<file path="config.mk">
export PLATFORM = sky130hd
export DESIGN_NAME = if_prefetch_unit
export DESIGN_NICKNAME = d
export VERILOG_FILES = /design/src/rtl/if_pkg.sv /design/src/rtl/if_fifo.sv /design/src/rtl/if_prefetch_unit.sv
export SDC_FILE = /design/constraint.sdc
export NUM_CORES = 1
export LEC_CHECK = 0
export CAP_MARGIN = 20
export CELL_PAD_IN_SITES_DETAIL_PLACEMENT = 1
export CELL_PAD_IN_SITES_GLOBAL_PLACEMENT = 1
export CORE_MARGIN = 4
export CORE_UTILIZATION = 46
export CTS_CLUSTER_DIAMETER = 80
export DETAILED_ROUTE_END_ITERATION = 6
export HOLD_SLACK_MARGIN = 0.12
export PLACE_DENSITY = 0.8
export SLEW_MARGIN = 20
export SYNTH_ARGS = -nofsm -noshare
export SYNTH_HDL_FRONTEND = slang
export SYNTH_SLANG_ARGS = --single-unit
</file>
<file path="constraint.sdc">
create_clock -name clk -period 3.95 [get_ports clk]
set_input_delay 0.79 -clock clk [delete_from_list [all_inputs] [get_ports clk]]
set_output_delay 0.79 -clock clk [all_outputs]
set_load 0.03 [all_outputs]
</file>
<file path="src/rtl/if_pkg.sv">
// if_pkg
//   Shared definitions for the instruction prefetch unit.
//   - if_state_e : fetch FSM state encoding.
//   - inst_bytes : byte width of one instruction, used as the fetch PC step.
package if_pkg;

  typedef enum logic [1:0] {
    IDLE  = 2'd0,  // no request
    REQ   = 2'd1,  // ic_req high, waiting for acceptance
    WAIT  = 2'd2,  // request accepted, waiting for ic_done
    DRAIN = 2'd3   // waiting for a response that will be thrown away
  } if_state_e;

  function automatic int unsigned inst_bytes(input int unsigned inst_w);
    return inst_w / 8;
  endfunction

endpackage

</file>
<file path="src/rtl/if_fifo.sv">
// if_fifo
//   Small synchronous FIFO with flush. The head entry is presented
//   combinationally from the storage array. While the FIFO is empty the head
//   reads as zero, so downstream sees clean outputs after reset or flush.
// Parameters
//   WIDTH : entry width in bits
//   DEPTH : number of entries, power of 2, at least 2
// Ports
//   clk, rst     : clock, synchronous active-high reset
//   i_flush      : discard all entries (wins over push and pop)
//   i_push       : write i_push_data at the tail
//   i_pop        : drop the head entry (ignored while empty)
//   o_head       : head entry, zero while empty
//   o_count      : occupancy
//   o_full       : occupancy equals DEPTH
//   o_empty      : occupancy is zero
module if_fifo #(
  parameter int WIDTH = 64,
  parameter int DEPTH = 4
) (
  input  logic                       clk,
  input  logic                       rst,
  input  logic                       i_flush,
  input  logic                       i_push,
  input  logic [WIDTH-1:0]           i_push_data,
  input  logic                       i_pop,
  output logic [WIDTH-1:0]           o_head,
  output logic [$clog2(DEPTH):0]     o_count,
  output logic                       o_full,
  output logic                       o_empty
);

  localparam int PTR_W = $clog2(DEPTH);
  localparam int CNT_W = PTR_W + 1;

  logic [WIDTH-1:0] r_mem [DEPTH];
  logic [PTR_W-1:0] r_wr_ptr;
  logic [PTR_W-1:0] r_rd_ptr;
  logic [CNT_W-1:0] r_count;
  logic             w_push;
  logic             w_pop;

  assign o_empty = (r_count == '0);
  assign o_full  = (r_count == CNT_W'(DEPTH));
  assign o_count = r_count;

  // A push into a full FIFO is only accepted when a pop frees a slot the
  // same cycle; flush discards both.
  assign w_pop  = i_pop && !o_empty && !i_flush;
  assign w_push = i_push && (!o_full || w_pop) && !i_flush;

  // Storage has no reset: only entries between the pointers are ever read.
  always_ff @(posedge clk) begin
    if (w_push && !rst) begin
      r_mem[r_wr_ptr] <= i_push_data;
    end
  end

  always_ff @(posedge clk) begin
    if (rst || i_flush) begin
      r_wr_ptr <= '0;
      r_rd_ptr <= '0;
      r_count  <= '0;
    end else begin
      if (w_push) begin
        r_wr_ptr <= r_wr_ptr + 1'b1;
      end
      if (w_pop) begin
        r_rd_ptr <= r_rd_ptr + 1'b1;
      end
      case ({w_push, w_pop})
        2'b10:   r_count <= r_count + 1'b1;
        2'b01:   r_count <= r_count - 1'b1;
        default: r_count <= r_count;
      endcase
    end
  end

  assign o_head = o_empty ? '0 : r_mem[r_rd_ptr];

endmodule

</file>
<file path="src/rtl/if_prefetch_unit.sv">
// if_prefetch_unit
//   Instruction prefetcher: issues sequential single-instruction reads to the
//   ICache, queues the returned instructions with their addresses, and hands
//   them to decode in order. A redirect flushes the queue and restarts
//   fetching at the new target; a response already in flight is drained and
//   discarded.
// Optional feature
//   IF_PERF_CNT_EN : adds perf_stall_cnt, a saturating 32-bit count of cycles
//                    with no valid instruction and no redirect.
// Parameters
//   ADDR_W, INST_W (multiple of 8), QDEPTH (power of 2, >= 2), RESET_PC
// Ports
//   clk, rst                    : clock, synchronous active-high reset
//   redirect_valid, redirect_pc : branch/exception redirect
//   ic_req, ic_addr             : ICache read request and address
//   ic_busy                     : ICache cannot accept a request this cycle
//   ic_done, ic_rdata           : response pulse and returned instruction
//   inst_valid, inst, inst_pc   : queue head to decode
//   inst_ready                  : decode consumes the head
//   stall_req                   : no instruction available
//   perf_stall_cnt              : stall cycle counter (IF_PERF_CNT_EN only)
module if_prefetch_unit
  import if_pkg::*;
#(
  parameter int                ADDR_W   = 32,
  parameter int                INST_W   = 32,
  parameter int                QDEPTH   = 4,
  parameter logic [ADDR_W-1:0] RESET_PC = '0
) (
  input  logic              clk,
  input  logic              rst,
  input  logic              redirect_valid,
  input  logic [ADDR_W-1:0] redirect_pc,
  output logic              ic_req,
  output logic [ADDR_W-1:0] ic_addr,
  input  logic              ic_busy,
  input  logic              ic_done,
  input  logic [INST_W-1:0] ic_rdata,
  output logic              inst_valid,
  output logic [INST_W-1:0] inst,
  output logic [ADDR_W-1:0] inst_pc,
  input  logic              inst_ready,
  output logic              stall_req
`ifdef IF_PERF_CNT_EN
  ,
  output logic [31:0]       perf_stall_cnt
`endif
);

  localparam int                ENT_W   = INST_W + ADDR_W;
  localparam int                CNT_W   = $clog2(QDEPTH) + 1;
  localparam logic [ADDR_W-1:0] PC_STEP = ADDR_W'(inst_bytes(INST_W));

  generate
    if ((INST_W % 8) != 0) begin : g_bad_inst_w
      $error("if_prefetch_unit: INST_W must be a multiple of 8");
    end
    if ((QDEPTH < 2) || ((QDEPTH & (QDEPTH - 1)) != 0)) begin : g_bad_qdepth
      $error("if_prefetch_unit: QDEPTH must be a power of 2 and at least 2");
    end
  endgenerate

  if_state_e         r_state;
  if_state_e         w_state_next;
  logic [ADDR_W-1:0] r_fetch_pc;
  logic [ADDR_W-1:0] w_fetch_pc_next;
  logic              w_push;
  logic              w_pop;
  logic              w_flush;
  logic              w_full;
  logic              w_empty;
  logic [CNT_W-1:0]  w_count;
  logic [ENT_W-1:0]  w_head;
  logic              w_room;

  // A new request is only started when the queue can take its response.
  // Only our own response ever pushes, so the slot stays reserved until the
  // data returns.
  assign w_room = (w_count < CNT_W'(QDEPTH));

  always_comb begin
    w_state_next    = r_state;
    w_fetch_pc_next = r_fetch_pc;
    w_push          = 1'b0;
    w_flush         = 1'b0;
    if (redirect_valid) begin
      // Redirect beats every other event this cycle, including a response
      // arriving right now (that data is dropped).
      w_flush         = 1'b1;
      w_fetch_pc_next = redirect_pc;
      case (r_state)
        WAIT, DRAIN: w_state_next = ic_done ? IDLE : DRAIN;
        default:     w_state_next = IDLE;
      endcase
    end else begin
      case (r_state)
        IDLE: begin
          if (w_room) begin
            w_state_next = REQ;
          end
        end
        REQ: begin
          if (!ic_busy) begin
            w_state_next = WAIT;
          end
        end
        WAIT: begin
          if (ic_done) begin
            // Full is impossible here thanks to the reserved slot; the gate
            // only keeps a corrupted count from overwriting the head.
            w_push          = !w_full;
            w_fetch_pc_next = r_fetch_pc + PC_STEP;
            w_state_next    = IDLE;
          end
        end
        DRAIN: begin
          if (ic_done) begin
            w_state_next = IDLE;
          end
        end
        default: w_state_next = IDLE;
      endcase
    end
  end

  always_ff @(posedge clk) begin
    if (rst) begin
      r_state    <= IDLE;
      r_fetch_pc <= RESET_PC;
    end else begin
      r_state    <= w_state_next;
      r_fetch_pc <= w_fetch_pc_next;
    end
  end

  assign w_pop = inst_valid && inst_ready && !redirect_valid;

  if_fifo #(
    .WIDTH (ENT_W),
    .DEPTH (QDEPTH)
  ) u_fifo (
    .clk         (clk),
    .rst         (rst),
    .i_flush     (w_flush),
    .i_push      (w_push),
    .i_push_data ({ic_rdata, r_fetch_pc}),
    .i_pop       (w_pop),
    .o_head      (w_head),
    .o_count     (w_count),
    .o_full      (w_full),
    .o_empty     (w_empty)
  );

  assign ic_req     = (r_state == REQ);
  assign ic_addr    = r_fetch_pc;
  assign inst_valid = !w_empty;
  assign inst       = w_head[ENT_W-1 -: INST_W];
  assign inst_pc    = w_head[ADDR_W-1:0];
  assign stall_req  = !inst_valid;

`ifdef IF_PERF_CNT_EN
  logic [31:0] r_perf_stall_cnt;

  always_ff @(posedge clk) begin
    if (rst) begin
      r_perf_stall_cnt <= '0;
    end else if (!inst_valid && !redirect_valid && (r_perf_stall_cnt != '1)) begin
      r_perf_stall_cnt <= r_perf_stall_cnt + 32'd1;
    end
  end

  assign perf_stall_cnt = r_perf_stall_cnt;
`endif

endmodule

</file>
# After elaboration in Yosys (flattened, before gate mapping)
# Memories as Yosys holds them, arrays and structs flattened. A register that Yosys moved wholly into a read port is not among the register bits.
# Index checks and enable logic that the tools add are counted.
# word_totals
register_bits	41
ram_bits	256
n_memories	1
# mem_list
memory	words	word_bits	rd	rd_ports_with_merged_regs	wr	line_no	rtl
u_fifo.r_mem	4	64	1	1	1	if_fifo.sv:36	logic [WIDTH-1:0] r_mem [DEPTH];
# op_classes
n_addsub	5
n_lt_le_gt_ge	1
n_eq_ne	9
mux	20
reduce_logical	22
# ops
op	count
two-way mux 32 bit	3
two-way mux 64 bit	1
adder 32 x 3 -> 32 bit, second input constant	1
two-way mux 2 bit	8
logical AND 1 bit	7
equality test 2 bit, second input constant	3
two-way mux 1 bit	6
inequality test 3 bit, second input constant	2
one-hot mux 2 bit (3 select lines)	1
one-hot mux 3 bit (2 select lines)	1
nonzero test 2 bit	3
logical NOT 1 bit	5
adder 2 x 1 -> 2 bit, second input constant	2
equality test 2 x 1 -> 1 bit, second input constant	2
adder 3 x 1 -> 3 bit, second input constant	1
equality test 3 bit, second input constant	1
logical NOT 3 bit	1
less-than comparator 3 bit, second input constant	1
inequality test 3 x 1 -> 1 bit, second input constant	1
AND reduction 3 bit	1
subtractor 3 x 1 -> 3 bit, second input constant	1
logical NOT 2 bit	1
logical OR 1 bit	2
AND reduction 2 bit	1
OR reduction 2 bit	1

# Depth between registers and ports, before layout
# Gate-level depths: netlist of run 1.
# logic_depth
word_depth	12
mapped_depth	10

# Modules after synthesis
# From an unflattened synthesis of run 1, not the netlist that was laid out.
# hier_totals
hier_cells	710
hier_area_um2	12129.1
# by_module_without_submodules
module	n_inst	cells_per_inst	area_each_um2
if_fifo	1	462	10167.3
if_prefetch_unit	1	248	1961.9

# Worst setup path before layout of run 1
# Ideal clock, no wire load.
# synth_timing
path_type	input-to-reg
startpoint	input port ic_done
endpoint	memory u_fifo.r_mem[0][0], enable pin
arrival_ns	3.111
required_time_ns	3.521
path_slack_ns	0.410
stages	4
path_cell_list	and3b_1 clkbuf_2 a21boi_1 and3_1
# synth_between
elab_chain_len	8
# synth_rtl
item	line_no	rtl
from (decl)	if_prefetch_unit.sv:37	input logic ic_done,
two-way mux 1 bit	if_prefetch_unit.sv:108	if (ic_done) begin
two-way mux 1 bit	if_prefetch_unit.sv:96	case (r_state)
two-way mux 1 bit	if_prefetch_unit.sv:86	if (redirect_valid) begin
logical AND 1 bit (2 in series)	if_fifo.sv:50	assign w_push = i_push && (!o_full || w_pop) && !i_flush;
logical AND 1 bit	if_fifo.sv:54	if (w_push && !rst) begin
two-way mux 1 bit	if_fifo.sv:54	
two-way mux 1 bit (not written as such)	if_fifo.sv:55	r_mem[r_wr_ptr] <= i_push_data;
to (decl)	if_fifo.sv:36	
# No other way between the ends.

==> flow_summary.toml, run 1 <==
[synth]
yosysWarnings = 0
synth.distinct_cells = 47
synth_fp_nets = 779
seq_area_frac_synth_pct = 70.6
avgSynthCellArea_um2 = 17.3
syn-cell-area_um2 = 12100
yosysTopAreaCell = "edfxtp_1"
synth_area_leaders = "edfxtp_1, mux4_2, dfxtp_1"
synth_edf_count = 256
synth_seq_cells = 299
syn-instance-count = 702
ys.flop_type = "edfxtp_1"
yosys.area.top_type_share_pct = 63.5
async_reset_ff_share_pct = 0

[worst_setup_path]
max_stage_delay_ns = 0.70
cp-end-kind = "output pin"
slowest_stage = "dfxtp_4"
crit_fanout = 25
r2r_start = "u_fifo.o_count[2]"
critical_path_class = "register to output pin"
startpoint_type = "register"
critical_path_arrival_ns = 2.91
crit_required_ns = 3.16
path_cells = "buf_4, mux4_2, and2_1, clkdlybuf4s50_1"

[cts]
cts-root-buf = "clkbuf_16"
path_clk_slew_ns = 0.06
cts_resized = 0
holdBufCountCts = 0
cts_buffer_depth = 3
cts_tree = "built"
clock-sinks = 299
clk_latency_ns = 0.57
htreeDepth = 1
cts_setup_buffers = 0
cts_inserted_buffers = 30

[timing]
worstMarginPinSlew_ns = 0.637
slew_violations = 0
rsz0062_at_grt = "false"
period_share_pct = 93.6
finalSetupTns_ns = 0
finalSetupViolCount = 0
layout_setup_ws_ns = 0.254
hold_viol = 0
hold_slack_ns = 0.536
finalClockSkew_ns = 0.0235
timing.slew.headroom_pct = 57.1
clock.fmax_mhz = 271
period_needed_ns = 3.70

[layout]
final_cell_mix = "edfxtp_1, clkdlybuf4s50_1, and2_1, mux4_2, dfxtp_1"
drive_gt1_share_pct = 17.3
area_growth_pct = 26.0
antenna_cells = 0
final_nets = 965
layout_commonest_cell = "edfxtp_1"

[routing]
totalWireLength_um = 29900
ant_nets = 0
via_per_inst = 5.56
drc = 0
wl_per_cell_um = 24.0
dr_total_vias = 6927
firstDrtPassIters = 5
drt_first_iter_violations = 582

[die]
dieArea_um2 = 29000
ioPinCount = 169
core_um2 = 26000
initial_utilization_pct = 46.6
die_height_um = 170
die_w_um = 170
row_count = 59

[job]
max-cap-violations = 0

[outcome]
outcome = "completed"

[power]
p_per_area_nw_per_um2 = 429
vdd_drop_max_uv = 319
power_leakage_uw = 0.00506
fin_total_pwr_uw = 6560

[global_routing]
grt_overflow_total = 0
grt_max_degree = 67
antenna_found_initial = 1
grt.total_usage_pct = 20.8
grt_pass1_wl_um = 46100
grt_pass1_vias = 7610

[worst_hold_path]
hp-class = "register to register"
hp-start = "u_fifo.r_rd_ptr[1]"

[placed_design]
dp_hpwl_um = 19900
dpl_worst_slack_ns = 0.626
portBuffers = 168
place_congestion = 0.783
[path summary, 6_finish.rpt]
kind	end	slack, ns	cells after the start
max	inst_pc[14]	0.25	4
min	u_fifo.r_rd_ptr[1]	0.54	2
max reg2reg	u_fifo.o_count[2]	0.97	9
min reg2reg	u_fifo.r_rd_ptr[1]	0.54	2
[synth_stat cells (4+ instances only)]
cell	count
and2_1	65
buf_2	7
o21a_1	20
nor2_1	34
clkbuf_8	4
dfxtp_1	43
and3_1	6
nand2_1	11
mux2i_1	10
edfxtp_1	256
nand4_1	6
xnor2_1	15
a21oi_1	29
nor4_1	9
ha_1	6
nand3_1	13
and3_2	4
clkbuf_1	20
xor2_1	18
mux4_2	64
inv_1	28
[registers in the layout, summed over array words and instances, names as in the netlist, named ones only]
signal           count
u_fifo.r_mem       256
r_state              2
u_fifo.o_count       3
u_fifo.r_rd_ptr      2
u_fifo.r_wr_ptr      2
ic_addr             32
[routing by layer]
metal  GRT usage, %  part of all wire [%]  vias up
met1           28.2                    42     3617
met4           4.48                   1.9        0
met3           3.76                   5.6       43
met2           35.5                    51      214
li1               -                     -     3053
met5              0                     0        -
[final cells by class]
type,instances,area (um^2)
clock buffer,37,817
multi-input combinational,338,3280
fill,2392,10700
timing repair buffer,191,1920
clock inverter,18,164
tap,335,419
sequential,299,8560
inverter,28,105
[report_power, final]
group	leakage [uW]	switching [uW]	internal [uW]
combinational	0.00190	139	135
sequential	0.00267	64.1	3450
clock	0.000486	1170	1600
total	0.00506	1370	5180
[worst max-delay path: cells and delay by family, from the launching register on]
| family | cells | cell delay [ns] |
|---|---|---|
| buf+inv | 2 | 0.92 |
| flops | 1 | 0.70 |
| mux | 1 | 0.53 |
| simple gates | 1 | 0.18 |
[through the flow]
step	area (um^2)	cells	utilization (%)
global placement	14300	1191	55.0
finish	15300	1246	58.8
global route	15300	1246	58.8
floorplan	12100	702	-
CTS	15300	1246	58.7
detailed placement	14300	1191	55.0
[logic make-up (layout without fill, tap and decap cells)]
group                      after synthesis  count (layout)  synth area share (%)
adders and majority gates                7               7                 0.785
AOI/OAI and AO/OA                       53              53                  2.65
xor gates and xnor gates                33              33                  2.39
muxes                                   74              74                  12.7
buffers and inverters                   65             274                  2.55
DFF                                    299             299                  70.6
and+or+nand+nor                        171             171                  8.34
Power figures use the tool's default switching activity.
==> run 2: changes to the inputs <==
--- a/config.mk
+++ b/config.mk
@@ -5,7 +5,6 @@
 export SDC_FILE = /design/constraint.sdc
 export NUM_CORES = 1
 export LEC_CHECK = 0
-export CAP_MARGIN = 20
 export CELL_PAD_IN_SITES_DETAIL_PLACEMENT = 1
 export CELL_PAD_IN_SITES_GLOBAL_PLACEMENT = 1
 export CORE_MARGIN = 4
==> results of run 2 <==
Final layout, timing and power as in run 1 (identical DEF).
